File: src/rtl/udp_frame_packer_if.sv
// ============================================================================
// Module      : udp_frame_packer_if
// Description : Sample input, stream output and status bundle for
//               udp_frame_packer. The slave view belongs to the packer and
//               the master view to whatever feeds samples and consumes frames.
// Revision    : 1.0 - initial release
// ============================================================================
`default_nettype none

interface udp_frame_packer_if #(
  parameter int DATA_W = 32
);
  // sample side
  logic              i_enable;
  logic [DATA_W-1:0] i_sample_data;
  logic              i_sample_valid;
  // stream side (udp_top wr_* port)
  logic [DATA_W-1:0] o_data;
  logic              o_valid;
  logic              o_last;
  logic              i_ready;
  // status
  logic [31:0]       o_frame_cnt;
  logic [15:0]       o_drop_cnt;
  logic              o_busy;

  modport slave (
    input  i_enable, i_sample_data, i_sample_valid, i_ready,
    output o_data, o_valid, o_last, o_frame_cnt, o_drop_cnt, o_busy
  );

  modport master (
    output i_enable, i_sample_data, i_sample_valid, i_ready,
    input  o_data, o_valid, o_last, o_frame_cnt, o_drop_cnt, o_busy
  );
endinterface

`default_nettype wire

File: src/rtl/udp_frame_packer.sv
// ============================================================================
// Module      : udp_frame_packer
// Description : Buffers ADC samples in a small FIFO and emits fixed-length
//               frames (one header word + FRAME_LEN payload words) on a
//               valid/ready stream. Counts sent frames and dropped samples.
// Revision    : 1.0 - initial release
// ============================================================================
`default_nettype none

module udp_frame_packer #(
  parameter int          DATA_W     = 32,
  parameter int          FRAME_LEN  = 10,
  parameter int          FIFO_DEPTH = 16,
  parameter logic [15:0] MAGIC      = 16'hA55A
) (
  input  logic               i_Sys_clk,
  input  logic               i_Rst_n,
  udp_frame_packer_if.slave  bus
);

  localparam int c_AW = $clog2(FIFO_DEPTH);
  localparam int c_CW = c_AW + 1;
  localparam int c_LW = $clog2(FRAME_LEN + 1);

  localparam logic [c_CW-1:0] c_DEPTH     = c_CW'(FIFO_DEPTH);
  localparam logic [c_CW-1:0] c_FLEN_OCC  = c_CW'(FRAME_LEN);
  localparam logic [c_LW-1:0] c_FLEN_WORD = c_LW'(FRAME_LEN);

  typedef enum logic [1:0] {
    ST_IDLE = 2'd0,
    ST_HDR  = 2'd1,
    ST_PAY  = 2'd2
  } state_t;

  state_t            r_state;
  state_t            w_state_nxt;

  logic [DATA_W-1:0] r_mem [FIFO_DEPTH];
  logic [c_AW-1:0]   r_wr_ptr;
  logic [c_AW-1:0]   r_rd_ptr;
  logic [c_CW-1:0]   r_count;

  logic [DATA_W-1:0] r_data;
  logic              r_valid;
  logic              r_last;
  logic [c_LW-1:0]   r_word_cnt;
  logic [15:0]       r_seq;
  logic [31:0]       r_frame_cnt;
  logic [15:0]       r_drop_cnt;

  logic              w_xfer;
  logic              w_full;
  logic              w_push_req;
  logic              w_push;
  logic              w_drop;
  logic              w_pop;
  logic              w_load_hdr;
  logic              w_done;
  logic [c_LW-1:0]   w_word_nxt;
  logic [DATA_W-1:0] w_hdr;

  assign w_xfer     = r_valid & bus.i_ready;
  assign w_full     = (r_count == c_DEPTH);
  assign w_push_req = bus.i_enable & bus.i_sample_valid;
  // A full FIFO still accepts a sample when a word leaves in the same cycle.
  assign w_push     = w_push_req & (~w_full | w_pop);
  assign w_drop     = w_push_req & w_full & ~w_pop;
  assign w_word_nxt = r_word_cnt + c_LW'(1);

  // Header word: zero-extended {MAGIC, sequence number}.
  always_comb begin
    w_hdr       = '0;
    w_hdr[31:0] = {MAGIC, r_seq};
  end

  // Frame sequencing: decide when to load the header, pop payload, finish.
  always_comb begin
    w_state_nxt = r_state;
    w_load_hdr  = 1'b0;
    w_pop       = 1'b0;
    w_done      = 1'b0;
    case (r_state)
      ST_IDLE: begin
        // Only start once the whole payload is buffered, so PAY never starves.
        if (bus.i_enable && (r_count >= c_FLEN_OCC)) begin
          w_state_nxt = ST_HDR;
          w_load_hdr  = 1'b1;
        end
      end
      ST_HDR: begin
        if (w_xfer) begin
          w_state_nxt = ST_PAY;
          w_pop       = 1'b1;
        end
      end
      ST_PAY: begin
        if (w_xfer) begin
          if (r_word_cnt == c_FLEN_WORD) begin
            w_state_nxt = ST_IDLE;
            w_done      = 1'b1;
          end else begin
            w_pop = 1'b1;
          end
        end
      end
      default: w_state_nxt = ST_IDLE;
    endcase
  end

  // FSM state register.
  always_ff @(posedge i_Sys_clk or negedge i_Rst_n) begin
    if (!i_Rst_n) r_state <= ST_IDLE;
    else          r_state <= w_state_nxt;
  end

  // FIFO storage; contents are don't-care while empty, so no reset.
  always_ff @(posedge i_Sys_clk) begin
    if (w_push) r_mem[r_wr_ptr] <= bus.i_sample_data;
  end

  // FIFO pointers and occupancy.
  always_ff @(posedge i_Sys_clk or negedge i_Rst_n) begin
    if (!i_Rst_n) begin
      r_wr_ptr <= '0;
      r_rd_ptr <= '0;
      r_count  <= '0;
    end else begin
      if (w_push) r_wr_ptr <= r_wr_ptr + c_AW'(1);
      if (w_pop)  r_rd_ptr <= r_rd_ptr + c_AW'(1);
      r_count <= r_count + c_CW'(w_push) - c_CW'(w_pop);
    end
  end

  // Registered stream output plus frame/sequence bookkeeping.
  always_ff @(posedge i_Sys_clk or negedge i_Rst_n) begin
    if (!i_Rst_n) begin
      r_data      <= '0;
      r_valid     <= 1'b0;
      r_last      <= 1'b0;
      r_word_cnt  <= '0;
      r_seq       <= '0;
      r_frame_cnt <= '0;
    end else if (w_load_hdr) begin
      r_data     <= w_hdr;
      r_valid    <= 1'b1;
      r_last     <= 1'b0;
      r_word_cnt <= '0;
    end else if (w_pop) begin
      r_data     <= r_mem[r_rd_ptr];
      r_last     <= (w_word_nxt == c_FLEN_WORD);
      r_word_cnt <= w_word_nxt;
    end else if (w_done) begin
      r_valid     <= 1'b0;
      r_last      <= 1'b0;
      r_seq       <= r_seq + 16'd1;
      r_frame_cnt <= r_frame_cnt + 32'd1;
    end
  end

  // Saturating count of samples lost to overflow.
  always_ff @(posedge i_Sys_clk or negedge i_Rst_n) begin
    if (!i_Rst_n)                            r_drop_cnt <= '0;
    else if (w_drop && r_drop_cnt != 16'hFFFF) r_drop_cnt <= r_drop_cnt + 16'd1;
  end

  assign bus.o_data      = r_data;
  assign bus.o_valid     = r_valid;
  assign bus.o_last      = r_last;
  assign bus.o_frame_cnt = r_frame_cnt;
  assign bus.o_drop_cnt  = r_drop_cnt;
  assign bus.o_busy      = (r_state != ST_IDLE);

endmodule

`default_nettype wire

File: src/flat_wrapper.sv
// flat-port wrapper written by rule: the top's interface ports become plain ports
module udp_frame_packer_flat 
#(
  parameter int          DATA_W     = 32,
  parameter int          FRAME_LEN  = 10,
  parameter int          FIFO_DEPTH = 16,
  parameter logic [15:0] MAGIC      = 16'hA55A
)
  (i_Sys_clk, i_Rst_n, bus_i_enable, bus_i_sample_data, bus_i_sample_valid, bus_i_ready, bus_o_data, bus_o_valid, bus_o_last, bus_o_frame_cnt, bus_o_drop_cnt, bus_o_busy);
  udp_frame_packer_if #(.DATA_W(DATA_W)) bus_i ();
  input  logic i_Sys_clk;
  input  logic i_Rst_n;
  input wire logic [$bits(bus_i.i_enable)-1:0] bus_i_enable;
  input wire logic [$bits(bus_i.i_sample_data)-1:0] bus_i_sample_data;
  input wire logic [$bits(bus_i.i_sample_valid)-1:0] bus_i_sample_valid;
  input wire logic [$bits(bus_i.i_ready)-1:0] bus_i_ready;
  output wire logic [$bits(bus_i.o_data)-1:0] bus_o_data;
  output wire logic [$bits(bus_i.o_valid)-1:0] bus_o_valid;
  output wire logic [$bits(bus_i.o_last)-1:0] bus_o_last;
  output wire logic [$bits(bus_i.o_frame_cnt)-1:0] bus_o_frame_cnt;
  output wire logic [$bits(bus_i.o_drop_cnt)-1:0] bus_o_drop_cnt;
  output wire logic [$bits(bus_i.o_busy)-1:0] bus_o_busy;
  assign bus_i.i_enable = bus_i_enable;
  assign bus_i.i_sample_data = bus_i_sample_data;
  assign bus_i.i_sample_valid = bus_i_sample_valid;
  assign bus_i.i_ready = bus_i_ready;
  assign bus_o_data = bus_i.o_data;
  assign bus_o_valid = bus_i.o_valid;
  assign bus_o_last = bus_i.o_last;
  assign bus_o_frame_cnt = bus_i.o_frame_cnt;
  assign bus_o_drop_cnt = bus_i.o_drop_cnt;
  assign bus_o_busy = bus_i.o_busy;
  udp_frame_packer #(.DATA_W(DATA_W), .FRAME_LEN(FRAME_LEN), .FIFO_DEPTH(FIFO_DEPTH), .MAGIC(MAGIC)) u_core (.i_Sys_clk(i_Sys_clk), .i_Rst_n(i_Rst_n), .bus(bus_i));
endmodule
File: config.mk
export PLATFORM = sky130hd
export DESIGN_NAME = udp_frame_packer_flat
export DESIGN_NICKNAME = d
export VERILOG_FILES = /design/src/rtl/udp_frame_packer_if.sv /design/src/rtl/udp_frame_packer.sv /design/src/flat_wrapper.sv
export SDC_FILE = /design/constraint.sdc
export NUM_CORES = 1
export LEC_CHECK = 0
export ABC_AREA = 1
export CAP_MARGIN = 25
export CORE_MARGIN = 2
export CORE_UTILIZATION = 49
export DETAILED_ROUTE_END_ITERATION = 8
export MAX_ROUTING_LAYER = met4
export PLACE_DENSITY_LB_ADDON = 0.08
export SLEW_MARGIN = 20
export SYNTH_ARGS = -nofsm -noshare
export SYNTH_HDL_FRONTEND = slang
export SYNTH_SLANG_ARGS = --single-unit
File: constraint.sdc
create_clock -name i_Sys_clk -period 6.5 [get_ports i_Sys_clk]
set_input_delay 1.3 -clock i_Sys_clk [delete_from_list [all_inputs] [get_ports i_Sys_clk]]
set_output_delay 1.3 -clock i_Sys_clk [all_outputs]
set_load 0.005 [all_outputs]
==> results by group, run 1 <==
Yosys
  – Post-synthesis area per instance: around 10 µm²
  – Synthesis-stage register bit count: around 630
  – Top area cells in the synthesized netlist: sky130_fd_sc_hd__edfxtp_1 56%, sky130_fd_sc_hd__nand2_1 13%, sky130_fd_sc_hd__dfrtp_1 11%
  – Post-synthesis net count: ~2700
  – Share of the synthesized area in the top cell type: about 56%
  – Fraction of synthesis flops using an asynchronous set or reset pin: roughly a fifth
  – Primary FF master, synth: sky130_fd_sc_hd__edfxtp_1
  – Post-synthesis instance area: around 27000 µm²
  – Cell with the most instances after synthesis: sky130_fd_sc_hd__nand2_1
  – Sequential share of the synthesized area: roughly 67%
  – Warnings from Yosys: 0
  – Top cell types by occurrence after synthesis: 935 x sky130_fd_sc_hd__nand2_1, 512 x sky130_fd_sc_hd__edfxtp_1, 343 x sky130_fd_sc_hd__nand3_1, 197 x sky130_fd_sc_hd__nor2_1, 190 x sky130_fd_sc_hd__inv_1
  – Post-synthesis instance total: 2679
  – Synth unique cells: 33
  – Number of synthesized flops with an enable pin: 512
  – Post-synthesis cell type with the largest combined area: sky130_fd_sc_hd__edfxtp_1

GRT
  – Wire length of the first global-routing pass: ~110 mm
  – Gr usage total: 26.02%
  – Largest net degree at the start of global routing: between 150 and 200
  – Vias in the first global route: 18147
  – Overflow after GRT: 0
  – Initial antenna violation count: 0

Setup path
  – Crit path top cell by count: sky130_fd_sc_hd__nand2_1
  – Critical register-to-register path endpoint: u_core.bus.o_data[8]
  – CP Capture Type: flop
  – Worst R2R Setup Slack: between 3 and 4 ns
  – Req. time, crit path: a little under 7 ns
  – Max FO, Critical Path: 17
  – Longest individual stage delay on the worst path: between 0.6 and 0.7 ns
  – Logic depth of the worst register-to-register path: 10
  – Critical Setup Path Class: in -> reg
  – Cell Chain, Critical Path: clkdlybuf4s50_1 > nand2_1 > inv_2 > nand2_1 > inv_2 > nand2_4 > nand2_1 > nand2_1 > inv_2 > nand2_1 > nor2_4 > buf_16
  – Slowest cell on crit path: sky130_fd_sc_hd__nor2_4
  – Critical R2R Launch: u_core.r_rd_ptr[0]
  – Kind of launch point of the worst setup path: input port
  – Data arrival time of the worst path: between 3 and 4 ns

Floorplanning
  – Starting density of the core: about half
  – Die Area: about 58000 µm²
  – Core area: around 55000 µm²
  – Die X: 240.3 µm
  – I/O Pins: 120
  – Height of the die: about 240 µm
  – Row cnt: between 80 and 90

Finish
  – N_diodes: 0
  – Non-filler cells, final: between 3000 and 4000
  – Area added between synthesis and finish: 15.75%
  – Proportion of layout cells with a drive suffix above 1: about 6.4%
  – Layout fillers: ~4600
  – Final Util: approximately 57%
  – Total Nets Final: 2834

Route
  – Routed vias: between 15000 and 20000
  – 1st-pass router iterations: 5
  – Number of vias per cell after detailed routing: approximately 5.3
  – Number of routed nets with antenna violations: 0
  – Routed WL: between 70 and 80 mm
  – Drt initial violations: between 1500 and 2000
  – Post-detailed-route wirelength per cell: roughly 20 µm
  – Remaining design rule violation count: 0

Clock tree
  – Post-CTS Setup Inserts: 0
  – CTS Hold Bufs: 0
  – Clock latency of the later-clocked register in the worst-skew pair: approximately 0.6 ns
  – TritonCTS clock tree: yes
  – Cell at the root of the clock tree: sky130_fd_sc_hd__clkbuf_16
  – CTS HTree Levels: 3
  – TritonCTS buffer count: a little under 70
  – Resized Gates After CTS: 0
  – Number of clock sinks: between 600 and 700
  – Reg clk slew, reported paths: roughly 0.060 ns
  – Maximum buffer depth of the clock tree: 3

Pwr
  – LEAKAGE: 0.01250 µW
  – Worst vdd ir: between 200 and 300 µV
  – Pwr/cell area: about 280 nW/µm²

Worst hold path
  – Type of the tightest min-delay check: reg -> reg
  – Endpoint of the worst hold-timing path: u_core.bus.o_data[21]
  – Min-Delay Path Depth: 2
  – Startpoint of the most critical hold path: u_core.bus.o_data[21]

Placement
  – # placed instances: between 3000 and 4000
  – Final weighted congestion of routability-driven global placement: around 0.89
  – Worst setup timing slack at the placement stage: 2.373 ns
  – Input/output buffers: between 100 and 150
  – Detailed placer's ending HPWL: between 40 and 50 mm

Timing
  – Count of endpoints failing hold in the final timing report: 0
  – Worst Tran Pin Value: approximately 0.96 ns
  – Share of the clock period used by the worst path: between 50% and 60%
  – Min Clock Period, post-route: 3.416 ns
  – Number of max-slew violations in the final report: 0
  – Setup repair after global routing missed its margin: no
  – Setup-violating endpoint count in the final report: 0
  – Slew headroom: a little over a third
  – Peak clock frequency supported by timing: about 290 MHz
  – Worst path setup slack after routing: about 3 ns
  – Final clock skew: roughly 0.025 ns
  – Setup Total Neg Slack: 0 ns

Run status
  – Outcome: finished clean

Flow run
  – Number of max-capacitance violations reported: 0
## sequential cells by signal (all words and copies together) (netlist names)
| signal | count |
|---|---|
| u_core.bus.o_valid | 1 |
| u_core.r_mem | 512 |
| u_core.bus.o_last | 1 |
| u_core.r_seq | 16 |
| u_core.bus.o_data | 32 |
| u_core.r_word_cnt | 4 |
| u_core.r_state | 2 |
| u_core.r_wr_ptr | 4 |
| u_core.r_count | 5 |
| u_core.bus.o_frame_cnt | 32 |
| u_core.r_rd_ptr | 4 |
| u_core.bus.o_drop_cnt | 16 |
## worst max path at each step
stage / cells after the start / endpoint / slack (ns) / from
3_3_place_gp: 11 / u_core.r_mem[11][12] / 2.34 / bus_i_ready
6_report: 12 / u_core.r_mem[12][21] / 3.08 / bus_i_ready
2_1_floorplan: 10 / u_core.r_mem[11][0] / 2.71 / bus_i_ready
5_1_grt: 12 / u_core.r_seq[5] / 2.84 / bus_i_ready
3_5_place_dp: 11 / u_core.r_mem[14][24] / 2.37 / bus_i_ready
4_1_cts: 11 / u_core.r_mem[14][10] / 3.00 / bus_i_ready
## stage by stage
step / power, µW / cell area [µm²] / hold WS [ns]
5_1_grt: 9138 / 31670 / 0.5406
2_1_floorplan: 4967 / 27360 / 0.4709
3_5_place_dp: 5279 / 29570 / 0.4894
3_3_place_gp: 5224 / 29200 / 0.4710
6_report: 8834 / 31670 / 0.4995
4_1_cts: 8900 / 31630 / 0.5053
## cell type report
cell class	count	area, µm²	area share, %
tap	748	935.9	2.955
sequential	629	18310	57.81
inverter	199	757.0	2.390
timing repair buffer	147	1745	5.511
multi-input combinational	1728	7873	24.86
clock buffer	88	1841	5.811
clock inverter	33	211.5	0.6676
## where the power goes
| group | internal, µW | total, µW | switching (µW) |
|---|---|---|---|
| Combinational | 184 | 567 | 383 |
| Clock | 2080 | 3630 | 1560 |
| Sequential | 4560 | 4630 | 69.0 |
| Total | 6820 | 8830 | 2010 |
## logic make-up after synthesis
logic type | count (synthesis) | synth area share, %
compound gates | 119 | 2.346
xor+xnor | 51 | 1.632
fa+ha+maj | 24 | 1.125
buf+inv | 322 | 4.778
flops | 629 | 66.89
simple gates | 1534 | 23.23
## layout by cell type (no fill, tap or decap), drive strengths merged
cell           netlist  routed
o22ai                2       2
nand3              345     345
xor2                32      32
nor2               199     199
clkdlybuf4s50        0     118
dfrtp              117     117
clkinv               1      29
a21oi                4       4
clkinvlp             0       2
or2                 24      24
nand3b              11      11
nand2              939     939
o21ai               97      97
fa                   1       1
clkbuf              41      88
bufinv               0       2
ha                  23      23
xnor2               19      19
edfxtp             512     512
nand4                4       4
buf                 82      29
o211ai              16      16
nor3                12      12
inv                198     199
## critical path, delay by kind of cell
family	cells	cell delay, ns
buffers and inverters	5	1.05
AND/OR/NAND/NOR	7	1.35
## routing by layer
layer	wire [µm]	global-route usage, %
met1	30860	34.28
met2	33950	40.64
met3	3772	3.754
met4	3140	11.09
met5	0	-
Note: power is estimated with default switching activity, not from simulation.
==> run 2: changes to the inputs <==
==> constraint.sdc (replaced) <==
create_clock -name i_Sys_clk -period 3.47 [get_ports i_Sys_clk]
set_input_delay 0.694 -clock i_Sys_clk [delete_from_list [all_inputs] [get_ports i_Sys_clk]]
set_output_delay 0.694 -clock i_Sys_clk [all_outputs]
set_load 0.005 [all_outputs]
==> run 2 against run 1 <==
Non-clock buffer count grew 20. Highest routed layer unchanged. Design area rose by 0.43%. Utilization increased by 0.25 points. Count of clock-buffer cells in the layout increased by 10. Sequential power up 87%. Sequential share of layout area shrank 0.25 points.
==> results by group, run 2 (synthesis results as in run 1) <==
Run status
  – Outcome: finished clean

GRT
  – Gr usage total: roughly a quarter
  – Largest net degree at the start of global routing: approximately 150
  – Wire length of the first global-routing pass: between 100 and 150 mm
  – Vias in the first global route: around 18000
  – Overflow after GRT: 0
  – Initial antenna violation count: 0

Setup path
  – Critical register-to-register path endpoint: u_core.r_count[4]
  – Worst R2R Setup Slack: between 0.8 and 0.9 ns
  – Critical R2R Launch: u_core.r_word_cnt[0]
  – Critical Setup Path Class: reg -> reg
  – CP Capture Type: flop
  – Kind of launch point of the worst setup path: flop
  – Req. time, crit path: 3.97 ns
  – Cell Chain, Critical Path: inv_1 > ha_1 > nand3_2 > nand2_2 > nand2_2 > nand2_4 > nand2_1 > nand2_1 > inv_2 > ha_1 > inv_1 > fa_1 > o21ai_0 > a21oi_1 > xnor2_1
  – Max FO, Critical Path: 10
  – Data arrival time of the worst path: just over 3 ns
  – Logic depth of the worst register-to-register path: 15
  – Slowest cell on crit path: sky130_fd_sc_hd__dfrtp_1
  – Longest individual stage delay on the worst path: about 0.43 ns

Timing
  – Peak clock frequency supported by timing: around 380 MHz
  – Slew headroom: 38.85%
  – Setup Total Neg Slack: 0 ns
  – Number of max-slew violations in the final report: 0
  – Setup-violating endpoint count in the final report: 0
  – Count of endpoints failing hold in the final timing report: 0
  – Worst hold slack: roughly 0.058 ns
  – Share of the clock period used by the worst path: between 70% and 80%
  – Worst Tran Pin Value: 0.9144 ns
  – Min Clock Period, post-route: roughly 2.6 ns
  – Final clock skew: roughly 0.024 ns
  – Setup repair after global routing missed its margin: no
  – Worst path setup slack after routing: around 0.87 ns

Placement
  – Final weighted congestion of routability-driven global placement: 0.9037
  – Input/output buffers: around 120
  – Detailed placer's ending HPWL: 42.81 mm
  – Worst setup timing slack at the placement stage: around 0.42 ns

Pwr
  – Final Total Pwr: ~17000 µW
  – Worst vdd ir: about 360 µV
  – Pwr/cell area: 523.9 nW/µm²
  – LEAKAGE: around 0.013 µW

Clock tree
  – Number of clock sinks: 629
  – Post-CTS Setup Inserts: 0
  – Reg clk slew, reported paths: about 0.060 ns
  – Maximum buffer depth of the clock tree: 3
  – TritonCTS buffer count: 70
  – Clock latency of the later-clocked register in the worst-skew pair: 0.61 ns
  – Cell at the root of the clock tree: sky130_fd_sc_hd__clkbuf_16
  – TritonCTS clock tree: yes
  – CTS HTree Levels: 3
  – CTS Hold Bufs: 0
  – Resized Gates After CTS: 0

Floorplanning
  – Starting density of the core: between 40% and 50%
  – I/O Pins: 120
  – Die X: between 200 and 250 µm
  – Die Area: around 58000 µm²
  – Height of the die: ~240 µm
  – Row cnt: 86
  – Core area: 55200 µm²

Route
  – Number of routed nets with antenna violations: 0
  – Number of vias per cell after detailed routing: 5.284
  – Met3 routed WL: roughly 3.5 mm
  – Remaining design rule violation count: 0
  – Drt initial violations: between 1500 and 2000
  – 1st-pass router iterations: 7
  – Routed vias: about 19000
  – Routed WL: 69.96 mm
  – Post-detailed-route wirelength per cell: about 19 µm
  – Routed wl met2: 34.40 mm
  – Detailed-routing wirelength on met1: between 20 and 30 mm
  – Top layer reached by signal wires: met4

Finish
  – Total Nets Final: roughly 2900
  – Most common cell after layout, fill and taps aside: sky130_fd_sc_hd__nand2_1
  – FF+latch area: 18310 µm²
  – Most used cells in the layout excluding fill and tap cells: 935 x sky130_fd_sc_hd__nand2_1, 512 x sky130_fd_sc_hd__edfxtp_1, 343 x sky130_fd_sc_hd__nand3_1
  – Proportion of layout cells with a drive suffix above 1: approximately 7.1%
  – Area added between synthesis and finish: 16.25%
  – Number of flip-flops under the largest register name: between 500 and 600
  – Area of the multi-input gates: a little under 8000 µm²
  – Layout fillers: 4737
  – Final Util: approximately 58%
  – Register ranked first by flip-flop count: u_core.r_mem
  – N_diodes: 0

Worst hold path
  – Type of the tightest min-delay check: in -> async

Flow run
  – Number of max-capacitance violations reported: 0
## run 2: cell count changes in the layout (fill, tap and decap cells not counted), moves of 2 or more
| cell | before | now |
|---|---|---|
| sky130_fd_sc_hd__clkinv_2 | 14 | 8 |
| sky130_fd_sc_hd__clkinv_1 | 14 | 18 |
| sky130_fd_sc_hd__clkbuf_1 | 17 | 21 |
| sky130_fd_sc_hd__buf_16 | 14 | 0 |
| sky130_fd_sc_hd__buf_4 | 9 | 30 |
| sky130_fd_sc_hd__buf_12 | 5 | 18 |
| sky130_fd_sc_hd__clkbuf_8 | 0 | 3 |
| sky130_fd_sc_hd__inv_6 | 3 | 5 |
| sky130_fd_sc_hd__clkbuf_16 | 71 | 74 |
## run 2: worst max-delay path by stage
stage / from / to / slack [ns] / cells past startpoint
floorplan: bus_i_ready / u_core.r_mem[11][0] / 0.29 / 10
global placement: bus_i_ready / u_core.r_count[4] / 0.40 / 15
detailed placement: bus_i_ready / u_core.r_count[4] / 0.42 / 15
CTS: u_core.r_state[0] / bus_o_busy / 0.87 / 4
global route: u_core.r_word_cnt[0] / u_core.r_count[4] / 0.72 / 15
finish: u_core.r_word_cnt[0] / u_core.r_count[4] / 0.87 / 15
## run 2: final cells by class
cell class | instances | area share (%)
inverters | 199 | 2.380
repair buffers | 167 | 5.589
clock buffers | 98 | 6.199
clock inverters | 31 | 0.5782
well taps | 748 | 2.942
flip-flops and latches | 629 | 57.56
multi-input cells | 1728 | 24.75
## run 2: metal layers
| layer | track usage, % | up-vias |
|---|---|---|
| li1 | - | 9116 |
| met1 | 32.37 | 9215 |
| met2 | 41.33 | 556 |
| met3 | 3.444 | 137 |
| met4 | 9.053 | 0 |
| met5 | - | - |
## run 2: through the flow
stage,std cells,instance area [µm²]
after global routing,3600,31810
final,3600,31810
after detailed placement,3471,29650
after global placement,3471,29650
after CTS,3600,31810
after floorplan,2679,27360
## run 2: report_power, final
group          internal [µW]  total (µW)  switching [µW]  leakage (µW)
Sequential              8550        8680             135       0.00605
Combinational            327        1020             690       0.00551
Clock                   4050        6960            2920       0.00105
Total                  12900       16700            3740        0.0126
## run 2: worst max-delay path: cells and delay by family (launching register included)
family	cells	cell delay [ns]
fa+ha+maj	3	0.81
simple gates	6	0.51
flops	1	0.43
buf+inv	3	0.31
compound gates	2	0.29
xor+xnor	1	0.13
